**src/rtl/dmem_arbiter.sv**
```systemverilog
// rtl/dmem_arbiter.sv - data-memory arbiter between the MEM stage and a loader/debug port with a starvation guard
module dmem_arbiter #(
    parameter int STARVE_LIMIT = 4
) (
    input  logic        clk,
    input  logic        reset,
    input  logic        MemRd_MEM,
    input  logic        MemWr_MEM,
    input  logic [5:0]  Addr_MEM,
    input  logic [31:0] Din_MEM,
    output logic [31:0] Dout_MEM,
    output logic        Stall_MEM,
    input  logic        ld_valid,
    input  logic        ld_we,
    input  logic [5:0]  ld_addr,
    input  logic [31:0] ld_wdata,
    output logic        ld_ready,
    output logic        ld_rvalid,
    output logic [31:0] ld_rdata,
    output logic        MemRd,
    output logic        MemWr_final,
    output logic [5:0]  Address,
    output logic [31:0] Data_in,
    input  logic [31:0] Data_out
);

    localparam logic ST_NORMAL = 1'b0;
    localparam logic ST_FORCE  = 1'b1;
    localparam logic [4:0] LIMIT = 5'(STARVE_LIMIT);

    if (STARVE_LIMIT < 1 || STARVE_LIMIT > 15) begin : g_bad_limit
        $error("dmem_arbiter: STARVE_LIMIT must be 1..15");
    end

    logic        state_q, state_d;
    logic [3:0]  starve_q, starve_d;
    logic        ld_rvalid_q, ld_rvalid_d;
    logic [31:0] ld_rdata_q, ld_rdata_d;

    logic        pipe_req;
    logic        pipe_own;
    logic        ld_own;
    logic [4:0]  starve_inc;

    assign pipe_req   = MemRd_MEM | MemWr_MEM;
    assign starve_inc = {1'b0, starve_q} + 5'd1;

    // Ownership: pipeline has priority except in the single FORCE cycle.
    always_comb begin
        pipe_own = 1'b0;
        ld_own   = 1'b0;
        if (!reset) begin
            if (state_q == ST_FORCE) begin
                ld_own   = ld_valid;
                pipe_own = !ld_valid && pipe_req;
            end else begin
                pipe_own = pipe_req;
                ld_own   = !pipe_req && ld_valid;
            end
        end
    end

    assign ld_ready  = ld_own;
    assign Stall_MEM = !reset && (state_q == ST_FORCE) && ld_valid && pipe_req;

    always_comb begin
        MemRd       = 1'b0;
        MemWr_final = 1'b0;
        Address     = 6'd0;
        Data_in     = 32'd0;
        Dout_MEM    = 32'd0;
        if (pipe_own) begin
            MemRd       = MemRd_MEM;
            MemWr_final = MemWr_MEM;
            Address     = Addr_MEM;
            Data_in     = Din_MEM;
            Dout_MEM    = Data_out;
        end else if (ld_own) begin
            MemRd       = !ld_we;
            MemWr_final = ld_we;
            Address     = ld_addr;
            Data_in     = ld_wdata;
        end
    end

    // FORCE lasts exactly one cycle; the counter only runs while the loader is being denied.
    always_comb begin
        state_d  = ST_NORMAL;
        starve_d = 4'd0;
        if (state_q == ST_NORMAL && ld_valid && pipe_req) begin
            if (starve_inc == LIMIT) begin
                state_d = ST_FORCE;
            end else begin
                starve_d = starve_inc[3:0];
            end
        end
    end

    always_comb begin
        ld_rvalid_d = ld_own && !ld_we;
        ld_rdata_d  = ld_rvalid_d ? Data_out : ld_rdata_q;
    end

    always_ff @(posedge clk) begin
        if (reset) begin
            state_q     <= ST_NORMAL;
            starve_q    <= 4'd0;
            ld_rvalid_q <= 1'b0;
            ld_rdata_q  <= 32'd0;
        end else begin
            state_q     <= state_d;
            starve_q    <= starve_d;
            ld_rvalid_q <= ld_rvalid_d;
            ld_rdata_q  <= ld_rdata_d;
        end
    end

    assign ld_rvalid = ld_rvalid_q;
    assign ld_rdata  = ld_rdata_q;

endmodule

```
**config.mk**
```make
export PLATFORM = sky130hd
export DESIGN_NAME = dmem_arbiter
export DESIGN_NICKNAME = d
export VERILOG_FILES = /design/src/rtl/dmem_arbiter.sv
export SDC_FILE = /design/constraint.sdc
export NUM_CORES = 1
export LEC_CHECK = 0
export CAP_MARGIN = 20
export CORE_ASPECT_RATIO = 1.25
export CORE_MARGIN = 1
export CORE_UTILIZATION = 29
export CTS_BUF_LIST = sky130_fd_sc_hd__clkbuf_4
export DETAILED_ROUTE_END_ITERATION = 16
export PLACE_DENSITY_LB_ADDON = 0.2
export SYNTH_ARGS = -nofsm -noshare
export SYNTH_HDL_FRONTEND = slang
export SYNTH_SLANG_ARGS = --single-unit
```
**constraint.sdc**
```tcl
create_clock -name clk -period 1.95 [get_ports clk]
set_input_delay 0.585 -clock clk [delete_from_list [all_inputs] [get_ports clk]]
set_output_delay 0.585 -clock clk [all_outputs]
set_load 0.01 [all_outputs]
```
=== After elaboration in Yosys (flattened, before gate mapping) ===
Cells that the tools add are included.
Widths: inputs -> output; s select.

* Mux-type cells: 14
* Divide/modulo/power cells: 0
* Add/subtract/negate cells: 1
* Eq/ne operators: 1
* Shift-type cells: 0
* Bitwise operators: 3
* Reductions and logical operators: 14
* $mul: 0
* $lt $le $gt $ge: 0

{| class="wikitable"
|+ Operators with widths
! operator !! count
|-
| $mux 32 || 3
|-
| $mux 6 || 2
|-
| $mux 1 || 9
|-
| $logic_and 1x1->1 || 8
|-
| $add 4x1->5 const B || 1
|-
| $eq 5x3->1 const B || 1
|-
| $logic_not 1->1 || 4
|-
| $reduce_or 3->1 || 1
|-
| $not 1->1 || 2
|-
| $reduce_or 2->1 || 1
|-
| $or 1x1->1 || 1
|}

* Register bits after elaboration: 38
* Memories kept: 0
* Logic and storage cells: 37
* Bits in latches: 0
* RAM bits: 0
* Bits in read-only memories: 0

=== Longest topological paths before layout ===
* Word-level depth: 7
* Depth in mapped cells: 4
* Gate-level depth less buffers: 4

=== Worst setup path after synthesis ===
OpenSTA, ideal clock, no wires.

* Path kind: input -> output
* Start point: input MemWr_MEM
* End point: output Data_in[0]
* Path buffers: 1
* Stages on the path: 4
* Arrival: 1334 ps
* Required time: 1365 ps
* Slack: 31 ps
* Cells stage by stage: nor2_1 a211oi_4 buf_4 a22o_1

* Word-level cells in the longest chain between the ends: 7
* Elaborated cells on any way between the ends: 10

{| class="wikitable"
|+ Ends and longest elaborated chain
! what !! RTL line !! source
|-
| start, declared || 8 || <nowiki>input logic MemWr_MEM,</nowiki>
|-
| $or 1x1->1 * || 45 || <nowiki>assign pipe_req = MemRd_MEM | MemWr_MEM;</nowiki>
|-
| $logic_not 1->1 || 58 || <nowiki>ld_own = !pipe_req && ld_valid;</nowiki>
|-
| $logic_and 1x1->1 || 58 ||
|-
| $mux 1 || 53 || <nowiki>if (state_q == ST_FORCE) begin</nowiki>
|-
| $mux 1 || 52 || <nowiki>if (!reset) begin</nowiki>
|-
| $mux 32 || 78 || <nowiki>end else if (ld_own) begin</nowiki>
|-
| $mux 32 * || 72 || <nowiki>if (pipe_own) begin</nowiki>
|-
| end, declared || 23 || <nowiki>output logic [31:0] Data_in,</nowiki>
|}

Every way passes the cells marked *; elsewhere a longest branch is shown, timed or not.

=== Worst setup path after layout ===
Ends and elaborated chain as after synthesis.

==> results_dict.tcl <==
set metrics [dict create \
    route.final.wire_length_um 11600 \
    crit_slowest_cell "a22o_1" \
    buffer_ports.inserted 220 \
    synthesis.area_per_instance_um2 8.20 \
    start_kind "input port" \
    power.switching_fraction 0.290 \
    r2r_setup_slack_ns 0.38 \
    holdCritPathClass "register to register" \
    cts_hold_buffers 0 \
    tritoncts "yes" \
    fin_worst_skew_ns 0.0117 \
    grt_pass1_wl_um 16800 \
    cts_inserted_buffers 5 \
    setup_viol_count_final 74 \
    holdPathStages 2 \
    filler_cell_count 488 \
    final_period_minus_worst_setup_slack_ns 2.43 \
    antenna_violations_before_repair 4 \
    finalCritPeriodShare 1.25 \
    worst_path_most_repeated_cell "buf_6" \
    power_density_nw_per_um2 413 \
    finalWorstSetupSlack_ns -0.484 \
    first_global_vias 3106 \
    power_frac_seq 0.378 \
    finalPower_uw 2120 \
    timing.hold.worst_endpoint "ld_rdata[22]$_SDFFE_PP0P_" \
    fp.coreArea_um2 6690 \
    critPathRequiredTime_ns 1.36 \
    total_leakage_power_uw 0.00222 \
    synthTopCellsByArea "dfxtp_1 (37%), a22o_1 (17%), and2_1 (9.7%)" \
    synth_sequential_area_ratio 0.370 \
    drt_pass1_iterations 4 \
    whs_ns 0.457 \
    fmax_mhz 411 \
    cp-end-kind "primary output" \
    routabilityCongestion 0.790 \
    drt.antenna.violating_nets 0 \
    initial_core_util 0.308 \
    crit_path_cell_trace "buf_8 -> nor2_4 -> a211oi_4 -> buf_6 -> buf_6 -> buf_6 -> buf_12 -> buf_16 -> a22o_1 -> buf_2" \
    synth_warnings 0 \
    area.growth.synth_to_final_pct 149 \
    proportion_of_netlist_area_held_by_the_largest_area_contributor 0.370 \
    fin_setup_tns_ns -26.95 \
    post_route_cells_drive_above_1_share 0.364 \
    global_route.overflow_total 0 \
    timing_hold_violations_final 0 \
    sequential_cell_area_um2 762 \
    design.die.area_um2 7440 \
    net-switching-power_uw 616 \
    ctsLongestPathBuffers 2 \
    vdd_drop_max_mv 0.408 \
    std_cell_rows 33 \
    design.portCount 221 \
    number_of_vias_in_the_routed_layout 3086 \
    worst_r2r_path_depth 6 \
    p_int_uw 1500 \
    critical_path_class "input port to primary output" \
    clk_pin_slew_ns 0.11 \
    regToRegStartpoint "state_q$_SDFF_PP0_" \
    postSynthCellCount 251 \
    slowest_delay_ns 0.21 \
    die_width_um 77.4 \
    final-max-slew-violation-count 0 \
    post_drt_wl_per_cell_um 18.9 \
    maximum_number_of_pins_on_one_net_before_global_route_repair 34 \
    dp.final_hpwl_um 7260 \
    violations "negative setup slack" \
    clock_sink_count 38 \
    max_slew.worst_pin.slew_ns 0.337 \
    die-height_um 96.2 \
    mappedNetlistArea_um2 2060 \
    start_point_of_the_critical_path "MemWr_MEM" \
    result_of_the_run "finished, violations left" \
    reg2reg_to "ld_rdata[21]$_SDFFE_PP0P_" \
    clock_power_share 0.201 \
    cts.root.buffer_cell "clkbuf_4" \
    holdCritStartpoint "ld_rdata[22]$_SDFFE_PP0P_" \
    worst_slew_margin_rel 0.775 \
    finalNetCount 641 \
    cts.htree.levels 2 \
    max-cap-violations 0 \
    syn-num-nets 366 \
    post_drt_via_cell_ratio 5.01 \
    route.detailed.drc 0 \
    ys_types 28 \
    crit_fanout 6 \
    power_frac_comb 0.421 \
    ys_ff_latch 38 \
    worstPathArrival_ns 1.85 \
    post-synth-top-area-cell "dfxtp_1" \
    rsz0062_at_grt "yes" \
    global_route.usage.total 0.299 \
    drt-initial-drc-count 106 \
    area_of_combinational_cells_with_multiple_inputs_um2 1270 \
    worst_skew_pair.late_latency_ns 0.35 \
]
-- area by class of cell --
class | instances | share of cell area
clock buffer | 5 | 0.00731
antenna | 2 | 0.000975
tap | 87 | 0.0212
sequential | 38 | 0.148
inverter | 1 | 0.000731
timing repair buffer | 291 | 0.570
clock inverter | 3 | 0.00414
multi-input combinational | 189 | 0.248
-- state kept, by name (all words and copies together), names as in the netlist --
signal / flops
ld_rdata: 32
starve_q: 4
state_q: 1
ld_rvalid: 1
-- stage by stage --
stage | worst slack [ns] | std cells | instance area [µm²] | util
after floorplan | 0.0309 | 251 | 2060 | -
after global placement | -1.08 | 569 | 4590 | 0.686
after detailed placement | -1.09 | 569 | 4590 | 0.686
after CTS | -0.426 | 610 | 4990 | 0.746
after global routing | -0.530 | 614 | 5130 | 0.767
final | -0.484 | 616 | 5130 | 0.768
-- worst max-delay path by stage --
stage,to
4_1_cts,Data_in[14]
3_5_place_dp,Dout_MEM[30]
5_1_grt,Data_in[17]
6_report,Data_in[0]
3_3_place_gp,Dout_MEM[30]
2_1_floorplan,Data_in[0]
-- cell usage after synthesis (all sizes together) --
library cell	number
inv	1
or3	1
nand2b	1
a21o	1
clkbuf	11
nor2b	1
ha	1
nor3b	4
xor2	1
nor2	4
o21ba	1
buf	12
dfxtp	38
mux2	1
nand3	33
nor3	2
a211oi	1
nand2	33
a22o	39
o21bai	1
and2	32
o21ai	32
-- logic make-up (layout without fill, tap and decap cells) --
| group | after synthesis | after routing | share of synthesized area |
|---|---|---|---|
| DFF | 38 | 38 | 0.370 |
| and+or+nand+nor | 111 | 111 | 0.289 |
| muxes | 1 | 1 | 0.00547 |
| xor gates and xnor gates | 1 | 1 | 0.00426 |
| adders and majority gates | 1 | 1 | 0.00608 |
| AOI/OAI and AO/OA | 75 | 75 | 0.266 |
| other | 0 | 2 | 0 |
| buffers and inverters | 24 | 300 | 0.0602 |
-- layout by cell type (no fill, tap or decap), drive strengths merged --
cell and count:
a211oi 1, a21o 1, a22o 39, and2 32, buf 148, clkbuf 6
clkdlybuf4s50 141, clkinv 2, clkinvlp 1, dfxtp 38, diode 2, dlygate4sd2 1
ha 1, inv 1, mux2 1, nand2 33, nand2b 1, nand3 33
nor2 4, nor2b 1, nor3 2, nor3b 4, o21ai 32, o21ba 1
o21bai 1, or3 1, xor2 1
-- power by group through the flow --
stage	combinational, µW	sequential [µW]	clock, µW
4_1_cts	850	801	434
5_1_grt	938	804	475
6_report	893	802	426
2_1_floorplan	212	825	0
3_5_place_dp	748	818	0
3_3_place_gp	740	818	0
-- layer usage --
layer / GRT usage / up-vias / share of wire / wire [µm]
met5: 0 / - / 0.0020 / 23
met4: 0.119 / 4 / 0.030 / 354
met3: 0.133 / 29 / 0.11 / 1290
met2: 0.562 / 169 / 0.52 / 6110
met1: 0.283 / 1440 / 0.33 / 3860
li1: - / 1444 / - / -
-- critical path: cells and delay by family --
kind / cells / cell delay (ns)
AOI/OAI and AO/OA: 2 / 0.26
and+or+nand+nor: 1 / 0.13
buffers and inverters: 7 / 0.87
-- repair_timing --
item	CTS	global route
cloned	13	2
gates resized for setup	359	56
hold endpoints to repair	0	0
endpoints found under the setup margin	74	74
setup buffers	20	6
pin swaps	48	19
No activity file was read; power rests on OpenSTA's default activity.
